**src/rtl/stats_vector_deserializer.sv**
```systemverilog
// Deserializes a start-bit-framed, MSB-first statistics stream into a parallel
// vector and keeps saturating good/bad frame counters.
module stats_vector_deserializer #(
  parameter int VEC_WIDTH = 30,
  parameter int GOOD_BIT  = 0,
  parameter int BAD_BIT   = 1
) (
  input  logic                 rx_clk0,
  input  logic                 rx_axis_aresetn,
  input  logic                 stats_serial,
  input  logic                 CntClr,
  output logic [VEC_WIDTH-1:0] stats_vector,
  output logic                 stats_valid,
  output logic [31:0]          GoodFrm_Cnt,
  output logic [31:0]          BadFrm_Cnt,
  output logic                 busy
);

  localparam int CW = (VEC_WIDTH > 2) ? $clog2(VEC_WIDTH) : 1;

  typedef enum logic {
    IDLE  = 1'b0,
    SHIFT = 1'b1
  } state_t;

  state_t               state, state_next;
  logic [CW-1:0]        bit_cnt, bit_cnt_next;
  logic [VEC_WIDTH-1:0] capture, capture_next;
  logic                 done, done_next;

  // NOTE: every signal written here gets a default first, so no path leaves
  // one unassigned and no latch is inferred.
  always_comb begin
    state_next   = state;
    bit_cnt_next = bit_cnt;
    capture_next = capture;
    done_next    = 1'b0;
    unique case (state)
      IDLE: begin
        if (stats_serial) begin
          state_next   = SHIFT;
          bit_cnt_next = CW'(VEC_WIDTH - 1);
        end
      end
      SHIFT: begin
        // Line is pure data here; a 1 never restarts the frame.
        capture_next = {capture[VEC_WIDTH-2:0], stats_serial};
        if (bit_cnt == '0) begin
          state_next = IDLE;
          done_next  = 1'b1;
        end else begin
          bit_cnt_next = bit_cnt - 1'b1;
        end
      end
      default: state_next = IDLE;
    endcase
  end

  // NOTE: sequential state uses non-blocking assignments so every flop samples
  // pre-edge values regardless of process ordering.
  always_ff @(posedge rx_clk0 or negedge rx_axis_aresetn) begin
    if (!rx_axis_aresetn) begin
      state   <= IDLE;
      bit_cnt <= '0;
      capture <= '0;
      done    <= 1'b0;
      busy    <= 1'b0;
    end else begin
      state   <= state_next;
      bit_cnt <= bit_cnt_next;
      capture <= capture_next;
      done    <= done_next;
      busy    <= (state_next == SHIFT);
    end
  end

  // Publish one cycle after the last bit so partial captures never leak out.
  always_ff @(posedge rx_clk0 or negedge rx_axis_aresetn) begin
    if (!rx_axis_aresetn) begin
      stats_vector <= '0;
      stats_valid  <= 1'b0;
    end else begin
      stats_valid <= done;
      if (done) stats_vector <= capture;
    end
  end

  // Clear has priority over a coincident increment; counts stick at all-ones.
  always_ff @(posedge rx_clk0 or negedge rx_axis_aresetn) begin
    if (!rx_axis_aresetn) begin
      GoodFrm_Cnt <= '0;
      BadFrm_Cnt  <= '0;
    end else if (CntClr) begin
      GoodFrm_Cnt <= '0;
      BadFrm_Cnt  <= '0;
    end else if (stats_valid) begin
      if (stats_vector[GOOD_BIT] && (GoodFrm_Cnt != '1)) GoodFrm_Cnt <= GoodFrm_Cnt + 32'd1;
      if (stats_vector[BAD_BIT]  && (BadFrm_Cnt  != '1)) BadFrm_Cnt  <= BadFrm_Cnt  + 32'd1;
    end
  end

endmodule

```
**config.mk**
```make
export PLATFORM = sky130hd
export DESIGN_NAME = stats_vector_deserializer
export DESIGN_NICKNAME = d
export VERILOG_FILES = /design/src/rtl/stats_vector_deserializer.sv
export SDC_FILE = /design/constraint.sdc
export NUM_CORES = 1
export LEC_CHECK = 0
export CORE_ASPECT_RATIO = 1.75
export CORE_MARGIN = 8
export CORE_UTILIZATION = 26
export DETAILED_ROUTE_END_ITERATION = 10
export GPL_TIMING_DRIVEN = 0
export MAX_ROUTING_LAYER = met4
export PLACE_DENSITY = 0.44
export SKIP_LAST_GASP = 1
export SYNTH_ARGS = -nofsm -noshare
export SYNTH_HDL_FRONTEND = slang
export SYNTH_SLANG_ARGS = --single-unit
```
**constraint.sdc**
```tcl
create_clock -name rx_clk0 -period 4.35 [get_ports rx_clk0]
set_clock_uncertainty 0.15 [all_clocks]
set_input_delay 0.87 -clock rx_clk0 [delete_from_list [all_inputs] [get_ports rx_clk0]]
set_output_delay 0.87 -clock rx_clk0 [all_outputs]
set_load 0.01 [all_outputs]
```
==> flow_summary.yaml, run 1 <==
run_status:
  outcome: "complete, no violations"
floorplan:
  pin_count: 100
  initial_core_util_pct: 26.43
  dieArea_um2: 29090
  core_area_um2: 23330
  row_count: 74
  die_x_um: 132.4
  die_h_um: 219.7
cts:
  cts_resized: 0
  clkLatencyLatePin_ns: 0.43
  hold_buffers: 0
  clkSlewWorstSetupHoldPaths_ns: 0.06
  htree_levels: 4
  root_buffer: "clkbuf_16"
  cts_buffer_depth: 2
  cts_inserted_buffers: 17
  cts_setup_buffers: 0
  cts_tree: "built"
  clock_sinks: 132
logic_synthesis:
  avgSynthCellArea_um2: 11.27
  synth.top_cell.area_share_pct: 53.57
  ys_top_cells_by_area: "dfrtp_1, mux2_2, a21oi_1"
  ys_warn_count: 0
  synth_common_cells: "dfrtp_1, mux2_2, a21oi_1"
  syn_area_um2: 6166
  synth_edf_count: 0
  yosysMostFrequentCell: "dfrtp_1"
  synth_cell_types: 58
  ys_ff_latch: 132
  dominantRegCellSynth: "dfrtp_1"
  synth_fp_nets: 554
  synthCells: 547
  synth_top_cell_by_area: "dfrtp_1"
  async_flop_share_pct: 100.0
  synth_seq_area_share_pct: 53.57
global_route:
  grt_pass1_vias: 5069
  grt_pass1_wl_um: 28400
  grt_overflow: 0
  track_usage_pct: 12.78
  grt_max_degree: 92
  antenna_found_initial: 0
setup_path:
  arrival_ns: 2.92
  cp_max_fo: 10
  cp-end-kind: "flip-flop"
  critPathLaunchType: "flip-flop"
  crit_required_ns: 4.54
  criticalPathCategory: "flip-flop to flip-flop"
route:
  drt_pre_antenna_iters: 4
  antenna_left: 0
  routed_wirelength_um: 17480
  route.detailed.drc: 0
  vias: 4844
  vias_per_cell: 4.928
  wire_per_inst_um: 17.78
  drt_iter0_drc: 263
cells_and_area:
  syn2layout_area_growth_pct: 32.57
  layout.nets: 673
  fillerInstances: 2414
  final_util_pct: 35.03
  final_area_um2: 8174
  antennaDiodeCount: 0
  final_layout_size_suffix_gt1_share_pct: 19.44
timing:
  finalCriticalPeriod_ns: 2.728
  period_share_pct: 62.70
  fmax_ghz: 0.3666
  hold_viol_final: 0
  slew_headroom_pct: 31.35
  drv_slew: 0
  setup_viol: 0
  setup_slack_ns: 1.622
  hold_slack_ns: 0.1994
  grt_setup_unrepaired: "no"
  worst_slew_pin_slew_ns: 1.020
placed_design:
  dp_slack_ns: 1.333
  placedInstanceArea_um2: 7566
  port_buffers: 99
  globalplace.congestion: 0.8256
  hpwl_um: 12790
worst_hold_path:
  hold_path_class: "input pin to async pin"
power:
  power_density_nw_per_um2: 516.1
  p_leak_nw: 3.151
  vdd_ir_drop_max_mv: 0.3758
run:
  cap_violations: 0
-- placed cells by master, fill, tap and decap left out, types with 4 or more instances in the layout --
master           Yosys  routed
dfrtp_1            132     132
clkdlybuf4s50_1      0      98
mux2_2              62      62
a21oi_1             50      50
nor2_1              29      29
nand2_1             24      24
nand3_1             21      21
o31ai_1             21      21
or4_1               21      21
or3_1               20      20
o21ai_0             17      17
clkbuf_16            0      17
nand4_1             16      16
inv_1               15      15
clkbuf_1            14      14
xnor2_1              7       7
nand2b_1             6       6
o21ai_1              6       6
nor2b_1              5       5
a211oi_1             5       5
nor3_1               5       5
clkinv_4             0       5
buf_4                4       4
xor2_1               4       4
clkinvlp_4           0       4
-- path summary, 6_finish.rpt --
| path | slack, ns | to | from | depth (start not counted) |
|---|---|---|---|---|
| worst min register to register | 0.31 | stats_valid$_DFF_PN0_ | done$_DFF_PN0_ | 0 |
| worst max-delay path | 1.62 | GoodFrm_Cnt[3]$_DFFE_PN0P_ | GoodFrm_Cnt[23]$_DFFE_PN0P_ | 8 |
| min in group rx_clk0 | 0.31 | stats_valid$_DFF_PN0_ | done$_DFF_PN0_ | 0 |
| max in group asynchronous | 2.99 | stats_vector[8]$_DFFE_PN0P_ | rx_axis_aresetn | 2 |
| worst min-delay path | 0.20 | GoodFrm_Cnt[17]$_DFFE_PN0P_ | rx_axis_aresetn | 1 |
| worst max register to register | 1.62 | GoodFrm_Cnt[3]$_DFFE_PN0P_ | GoodFrm_Cnt[23]$_DFFE_PN0P_ | 8 |
-- where the power goes --
group | internal [mW] | leakage [nW] | switching [mW]
clock network | 0.904 | 0.285 | 0.577
logic | 0.595 | 1.15 | 0.394
registers | 1.55 | 1.71 | 0.205
total | 3.04 | 3.15 | 1.18
-- critical path, stage by stage, from the launching register on --
cell	delay [ns]
dfrtp_1	0.47
and4_1	0.23
buf_4	0.14
nand3_1	0.28
nor4_4	0.57
buf_2	0.33
buf_4	0.22
o21ai_0	0.11
a21oi_1	0.15
-- kinds of logic (layout without fill, tap and decap cells) --
kind of cell,count (synthesis),after routing,synth area share [%]
buffers and inverters,42,174,3.389
flip-flops,132,132,53.57
AO/OA/AOI/OAI,114,114,11.20
multiplexers,64,64,11.65
XOR/XNOR,11,11,1.562
AND/OR/NAND/NOR,181,181,18.02
adder cells (fa/ha/maj),3,3,0.6088
-- flip-flops by register name, summed over array words and instances, names as in the netlist --
register / count
bit_cnt: 5
capture: 30
GoodFrm_Cnt: 32
stats_valid: 1
done: 1
state: 1
BadFrm_Cnt: 32
stats_vector: 30
-- stage by stage --
stage | instances | TNS [ns] | power (mW)
3_5_place_dp | 951 | 0 | 2.792
5_1_grt | 983 | 0 | 4.466
3_3_place_gp | 950 | -452.77 | 2.764
2_1_floorplan | 547 | 0 | 2.293
4_1_cts | 983 | 0 | 4.316
6_report | 983 | 0 | 4.219
-- area by class of cell --
cell class                 instances  area [µm²]  share of cell area, %
tap                              304       380.4                  4.653
inverter                          15       56.30                 0.6888
sequential                       132        3303                  40.41
buffer                            27       152.6                  1.867
multi-input combinational        373        2654                  32.47
timing repair buffer             100        1020                  12.48
clock inverter                    15       182.7                  2.235
clock buffer                      17       425.4                  5.204
-- layer usage --
metal	GRT usage, %	routed length (µm)	share of wire, %
met1	13.52	7203	41
met4	5.896	467	2.7
met3	3.557	693	4.0
met5	-	0	0
met2	21.85	9116	52
Power figures use the tool's default switching activity.
==> inputs of run 2 (changes only) <==
--- a/config.mk
+++ b/config.mk
@@ -11,7 +11,7 @@
 export DETAILED_ROUTE_END_ITERATION = 10
 export GPL_TIMING_DRIVEN = 0
 export MAX_ROUTING_LAYER = met4
-export PLACE_DENSITY = 0.44
+export PLACE_DENSITY = 0.45
 export SKIP_LAST_GASP = 1
 export SYNTH_ARGS = -nofsm -noshare
 export SYNTH_HDL_FRONTEND = slang
==> constraint.sdc (replaced) <==
create_clock -name rx_clk0 -period 2.5 [get_ports rx_clk0]
set_clock_uncertainty 0.15 [all_clocks]
set_input_delay 0.5 -clock rx_clk0 [delete_from_list [all_inputs] [get_ports rx_clk0]]
set_output_delay 0.5 -clock rx_clk0 [all_outputs]
set_load 0.01 [all_outputs]
==> run 2 against run 1 <==
Sequential cell count did not move. Setup slack got worse by 1.6 ns. Global-route usage rose by 0.091 points. Power rose by 74%. First-iteration DRC count rose by 3.8%. Combinational power rose by 74%. Sequential share of layout area fell by 0.67 points. Sequential power rose by 74%. Die area did not move. Cell count rose by 0.81%. Register-to-register slack got worse by 1.6 ns. Critical path type unchanged. Critical endpoint is now GoodFrm_Cnt[23]$_DFFE_PN0P_.
==> flow_summary.yaml, run 2 (synthesis gave the netlist of run 1 again) <==
run_status:
  outcome: "complete, no violations"
cells_and_area:
  antennaDiodeCount: 0
  top_regs: "BadFrm_Cnt (32), GoodFrm_Cnt (32)"
  final_util_pct: 35.69
  fillerInstances: 2381
  mostFrequentLayoutCell: "dfrtp_1"
  syn2layout_area_growth_pct: 35.06
  layout.nets: 681
  multiInputGateArea_um2: 2741
  final-instance-count-excl-fill: 991
  regArea_um2: 3309
  final_layout_size_suffix_gt1_share_pct: 21.83
  final_cell_mix: "dfrtp_1, clkdlybuf4s50_1, mux2_2"
power:
  p_leak_nw: 3.224
  finalPower_mw: 7.323
  vdd_ir_drop_max_mv: 0.6251
  power_density_nw_per_um2: 879.3
worst_hold_path:
  hold_path_class: "flip-flop to flip-flop"
route:
  antenna_left: 0
  routed_wirelength_um: 17610
  vias: 4939
  vias_per_cell: 4.984
  wire_per_inst_um: 17.77
  route.detailed.drc: 0
  drt_pre_antenna_iters: 4
  drt_iter0_drc: 273
setup_path:
  crit_slowest_cell: "a2111o_1"
  cp_max_fo: 10
  arrival_ns: 2.67
  critPathLaunchType: "flip-flop"
  cp-end-kind: "flip-flop"
  criticalPathCategory: "flip-flop to flip-flop"
  crit_required_ns: 2.69
  cpPeakStageDelay_ns: 0.51
  cp_cell_sequence: "ha_1 -> and2_2 -> and4_1 -> a2111o_1 -> buf_6 -> or3_1 -> a21oi_1"
timing:
  worst_slew_pin_slew_ns: 0.6691
  setup_slack_ns: 0.02845
  drv_slew: 0
  period_share_pct: 98.86
  setup_viol: 0
  finalCriticalPeriod_ns: 2.472
  slew_headroom_pct: 55.39
  hold_viol_final: 0
  fmax_ghz: 0.4046
  hold_slack_ns: 0.3023
  grt_setup_unrepaired: "yes"
global_route:
  grt_pass1_vias: 5223
  antenna_found_initial: 0
  grt_max_degree: 69
  grt_pass1_wl_um: 28620
  grt_overflow: 0
  track_usage_pct: 12.87
floorplan:
  dieArea_um2: 29090
  die_x_um: 132.4
  initial_core_util_pct: 26.43
  core_area_um2: 23330
  row_count: 74
  die_h_um: 219.7
  pin_count: 100
placed_design:
  port_buffers: 99
  hpwl_um: 12760
  post-place-cells: 951
  globalplace.congestion: 0.8144
  dp_slack_ns: -0.2213
cts:
  root_buffer: "clkbuf_16"
  htree_levels: 4
  cts_tree: "built"
  cts_inserted_buffers: 17
  clkSlewWorstSetupHoldPaths_ns: 0.06
  clock_sinks: 132
  clkLatencyLatePin_ns: 0.43
  cts_buffer_depth: 2
run:
  cap_violations: 0
run 2: changes by cell type in the layout (fill, tap and decap cells not counted), sizes merged:
cell,previous run,this run
clkbuf,32,34
inv,16,15
buf,12,19
clkinvlp,4,3
dlygate4sd3,0,1
run 2: path summary, 6_finish.rpt:
| path | cells after the start | to | startpoint | slack [ns] |
|---|---|---|---|---|
| worst max register to register | 7 | GoodFrm_Cnt[23]$_DFFE_PN0P_ | GoodFrm_Cnt[1]$_DFFE_PN0P_ | 0.03 |
| worst min register to register | 0 | stats_valid$_DFF_PN0_ | done$_DFF_PN0_ | 0.30 |
| worst max-delay path | 7 | GoodFrm_Cnt[23]$_DFFE_PN0P_ | GoodFrm_Cnt[1]$_DFFE_PN0P_ | 0.03 |
| worst min-delay path | 0 | stats_valid$_DFF_PN0_ | done$_DFF_PN0_ | 0.30 |
| min in group asynchronous | 2 | GoodFrm_Cnt[19]$_DFFE_PN0P_ | rx_axis_aresetn | 0.48 |
| max in group asynchronous | 3 | GoodFrm_Cnt[3]$_DFFE_PN0P_ | rx_axis_aresetn | 0.91 |
run 2: critical path, delay by kind of cell, from the launching register on:
| kind | cells | cell delay, ns |
|---|---|---|
| buf+inv | 1 | 0.21 |
| compound gates | 2 | 0.65 |
| simple gates | 3 | 0.75 |
| fa+ha+maj | 1 | 0.22 |
| flops | 1 | 0.41 |
run 2: where the power goes:
| group | internal, mW | total (mW) | switching (mW) |
|---|---|---|---|
| Clock | 1.59 | 2.56 | 0.972 |
| Sequential | 2.69 | 3.05 | 0.357 |
| Combinational | 1.04 | 1.72 | 0.677 |
| Total | 5.32 | 7.32 | 2.01 |
run 2: layout make-up:
| class | count | share of cell area [%] |
|---|---|---|
| clock buffer | 19 | 5.319 |
| sequential | 132 | 39.74 |
| buffer | 27 | 1.878 |
| clock inverter | 13 | 1.908 |
| inverter | 15 | 0.6761 |
| tap | 304 | 4.567 |
| timing repair buffer | 108 | 13.00 |
| multi-input combinational | 373 | 32.92 |
run 2: timing repair:
| action | in CTS | in global routing |
|---|---|---|
| gates resized for setup | 8 | 13 |
| endpoints found under the hold margin | 64 | 0 |
| hold buffers | 1 | 0 |
| buffers inserted | 4 | 3 |
| endpoints found under the setup margin | 34 | 27 |
| pin swaps | 3 | 3 |
run 2: per-stage QoR:
stage / setup TNS (ns) / instance area, µm²
after global placement: -637.24 / 7537
after detailed placement: -3.281 / 7566
after floorplan: 0 / 6166
final: 0 / 8328
after CTS: 0 / 8244
after global routing: -0.2451 / 8328
run 2: per-layer routing:
layer  GRT usage, %  vias to the layer above  part of all wire, %
met3          3.739                       34                  5.2
li1               -                     2297                    -
met2          22.96                      146                   53
met4          6.200                        0                  3.2
met1          12.63                     2462                   39
met5              -                        -                    0
==> inputs of run 3 (changes only) <==
--- a/config.mk
+++ b/config.mk
@@ -5,6 +5,8 @@
 export SDC_FILE = /design/constraint.sdc
 export NUM_CORES = 1
 export LEC_CHECK = 0
+export ABC_CLOCK_PERIOD_IN_PS = 2500
+export CAP_MARGIN = 20
 export CORE_ASPECT_RATIO = 1.75
 export CORE_MARGIN = 8
 export CORE_UTILIZATION = 26
==> run 3 against run 2 <==
Sequential cell count unchanged. Cell area unchanged. First-iteration DRC count is the same. Highest routed layer unchanged. Maximum frequency unchanged. Cell count is the same. Hold slack stayed put. Die area is the same. Largest cell class unchanged. Utilization is the same. Via count unchanged.
==> flow_summary.yaml, run 3 (synthesis gave the netlist of run 1 again) <==
cells_and_area:
  final_util_pct: 35.69
  antennaDiodeCount: 0
  layout.nets: 681
  final_layout_size_suffix_gt1_share_pct: 21.83
  final_cell_mix: "dfrtp_1, clkdlybuf4s50_1, mux2_2"
  top_regs: "BadFrm_Cnt (32), GoodFrm_Cnt (32)"
  fillerInstances: 2381
  syn2layout_area_growth_pct: 35.06
  mostFrequentLayoutCell: "dfrtp_1"
route:
  routed_wirelength_um: 17610
  vias_per_cell: 4.984
  vias: 4939
  antenna_left: 0
  drt_pre_antenna_iters: 4
  wire_per_inst_um: 17.77
  drt_iter0_drc: 273
  route.detailed.drc: 0
timing:
  worst_slew_pin_slew_ns: 0.6691
  slew_headroom_pct: 55.39
  drv_slew: 0
  fmax_ghz: 0.4046
  period_share_pct: 98.86
  finalCriticalPeriod_ns: 2.472
  hold_viol_final: 0
  setup_viol: 0
  grt_setup_unrepaired: "yes"
setup_path:
  criticalPathCategory: "flip-flop to flip-flop"
  r2r-start: "GoodFrm_Cnt[1]$_DFFE_PN0P_"
  crit_required_ns: 2.69
  critPathLaunchType: "flip-flop"
  r2r_setup_slack_ns: 0.03
  reg2reg_depth: 7
  r2r_end: "GoodFrm_Cnt[23]$_DFFE_PN0P_"
  cp_max_fo: 10
  arrival_ns: 2.67
  cp-end-kind: "flip-flop"
power:
  power_frac_comb_pct: 23.4
  p_leak_nw: 3.224
  p_clk_share_pct: 35.0
  swShare_pct: 27.40
  power_density_nw_per_um2: 879.3
  internal_power_mw: 5.316
  p_switching_mw: 2.007
  vdd_ir_drop_max_mv: 0.6251
  seqPwrFrac_pct: 41.6
  finalPower_mw: 7.323
floorplan:
  core_area_um2: 23330
  die_x_um: 132.4
  row_count: 74
  pin_count: 100
  dieArea_um2: 29090
  die_h_um: 219.7
  initial_core_util_pct: 26.43
placed_design:
  port_buffers: 99
  globalplace.congestion: 0.8144
  hpwl_um: 12760
worst_hold_path:
  hold_depth: 0
  min_to: "stats_valid$_DFF_PN0_"
  hp-start: "done$_DFF_PN0_"
  hold_path_class: "flip-flop to flip-flop"
cts:
  cts_tree: "built"
  cts_inserted_buffers: 17
  cts_buffer_depth: 2
  root_buffer: "clkbuf_16"
  clock_sinks: 132
  clkSlewWorstSetupHoldPaths_ns: 0.06
  clkLatencyLatePin_ns: 0.43
  htree_levels: 4
run:
  cap_violations: 0
global_route:
  grt_pass1_vias: 5223
  grt_pass1_wl_um: 28620
  grt_max_degree: 69
  antenna_found_initial: 0
  track_usage_pct: 12.87
  grt_overflow: 0
run_status:
  outcome: "complete, no violations"
==> run 3: cell counts in the layout (fill, tap and decap cells not counted) <==
No cell type changed its count.
==> run 3: worst max-delay path, stage by stage (launching register included) <==
cell and delay, ns:
dfrtp_1 0.41, ha_1 0.22, and2_2 0.25, and4_1 0.19, a2111o_1 0.51, buf_6 0.21, or3_1 0.31, a21oi_1 0.14
==> run 3: area by class of cell <==
class                           count  area [µm²]  share of cell area, %
Clock inverter                     13       158.9                  1.908
Multi-Input combinational cell    373        2741                  32.92
Clock buffer                       19       442.9                  5.319
Inverter                           15       56.30                 0.6761
Buffer                             27       156.4                  1.878
Sequential cell                   132        3309                  39.74
Tap cell                          304       380.4                  4.567
Timing Repair Buffer              108        1082                  13.00
==> run 3: worst max path at each step <==
stage                     slack, ns                     endpoint                        from  depth (start not counted)
final                          0.03  GoodFrm_Cnt[23]$_DFFE_PN0P_  GoodFrm_Cnt[1]$_DFFE_PN0P_                          7
after global routing          -0.04  GoodFrm_Cnt[23]$_DFFE_PN0P_  GoodFrm_Cnt[1]$_DFFE_PN0P_                          7
after CTS                      0.01   BadFrm_Cnt[25]$_DFFE_PN0P_   BadFrm_Cnt[8]$_DFFE_PN0P_                          6
after detailed placement      -0.22  GoodFrm_Cnt[28]$_DFFE_PN0P_  GoodFrm_Cnt[0]$_DFFE_PN0P_                          7
after global placement        -4.82  stats_vector[8]$_DFFE_PN0P_             rx_axis_aresetn                          1
after floorplan                0.22  GoodFrm_Cnt[23]$_DFFE_PN0P_  GoodFrm_Cnt[0]$_DFFE_PN0P_                          7
==> run 3: layer usage <==
metal	vias up	track usage, %	part of all wire (%)
li1	2297	-	-
met1	2462	12.63	39
met2	146	22.96	53
met3	34	3.739	5.2
met4	0	6.200	3.2
met5	-	-	0
==> run 3: power by group through the flow <==
stage          clock network (mW)  logic [mW]  registers (mW)
6_report                     2.56        1.72            3.05
5_1_grt                      2.73        1.89            3.14
4_1_cts                      2.65        1.77            3.06
3_5_place_dp                    0        1.76            3.09
3_3_place_gp                    0        1.71            3.09
2_1_floorplan                   0       0.893            3.10
==> run 3: through the flow <==
step                      instance area, µm²  setup TNS (ns)  setup slack, ns  std cells  hold WS, ns
final                                   8328               0          0.02845        991       0.3023
after global routing                    8328         -0.2451         -0.04481        991       0.3332
after CTS                               8244               0         0.009807        988       0.3121
after detailed placement                7566          -3.281          -0.2213        951       0.2963
after global placement                  7537         -637.24           -4.817        950       0.3049
after floorplan                         6166               0           0.2218        547      0.05441
==> run 3: repair_timing <==
action | 4_1_cts | 5_1_grt
resized for setup | 8 | 13
setup endpoints to repair | 34 | 27
hold buffers | 1 | 0
endpoints found under the hold margin | 64 | 0
buffers inserted | 4 | 3
pin swaps | 3 | 3
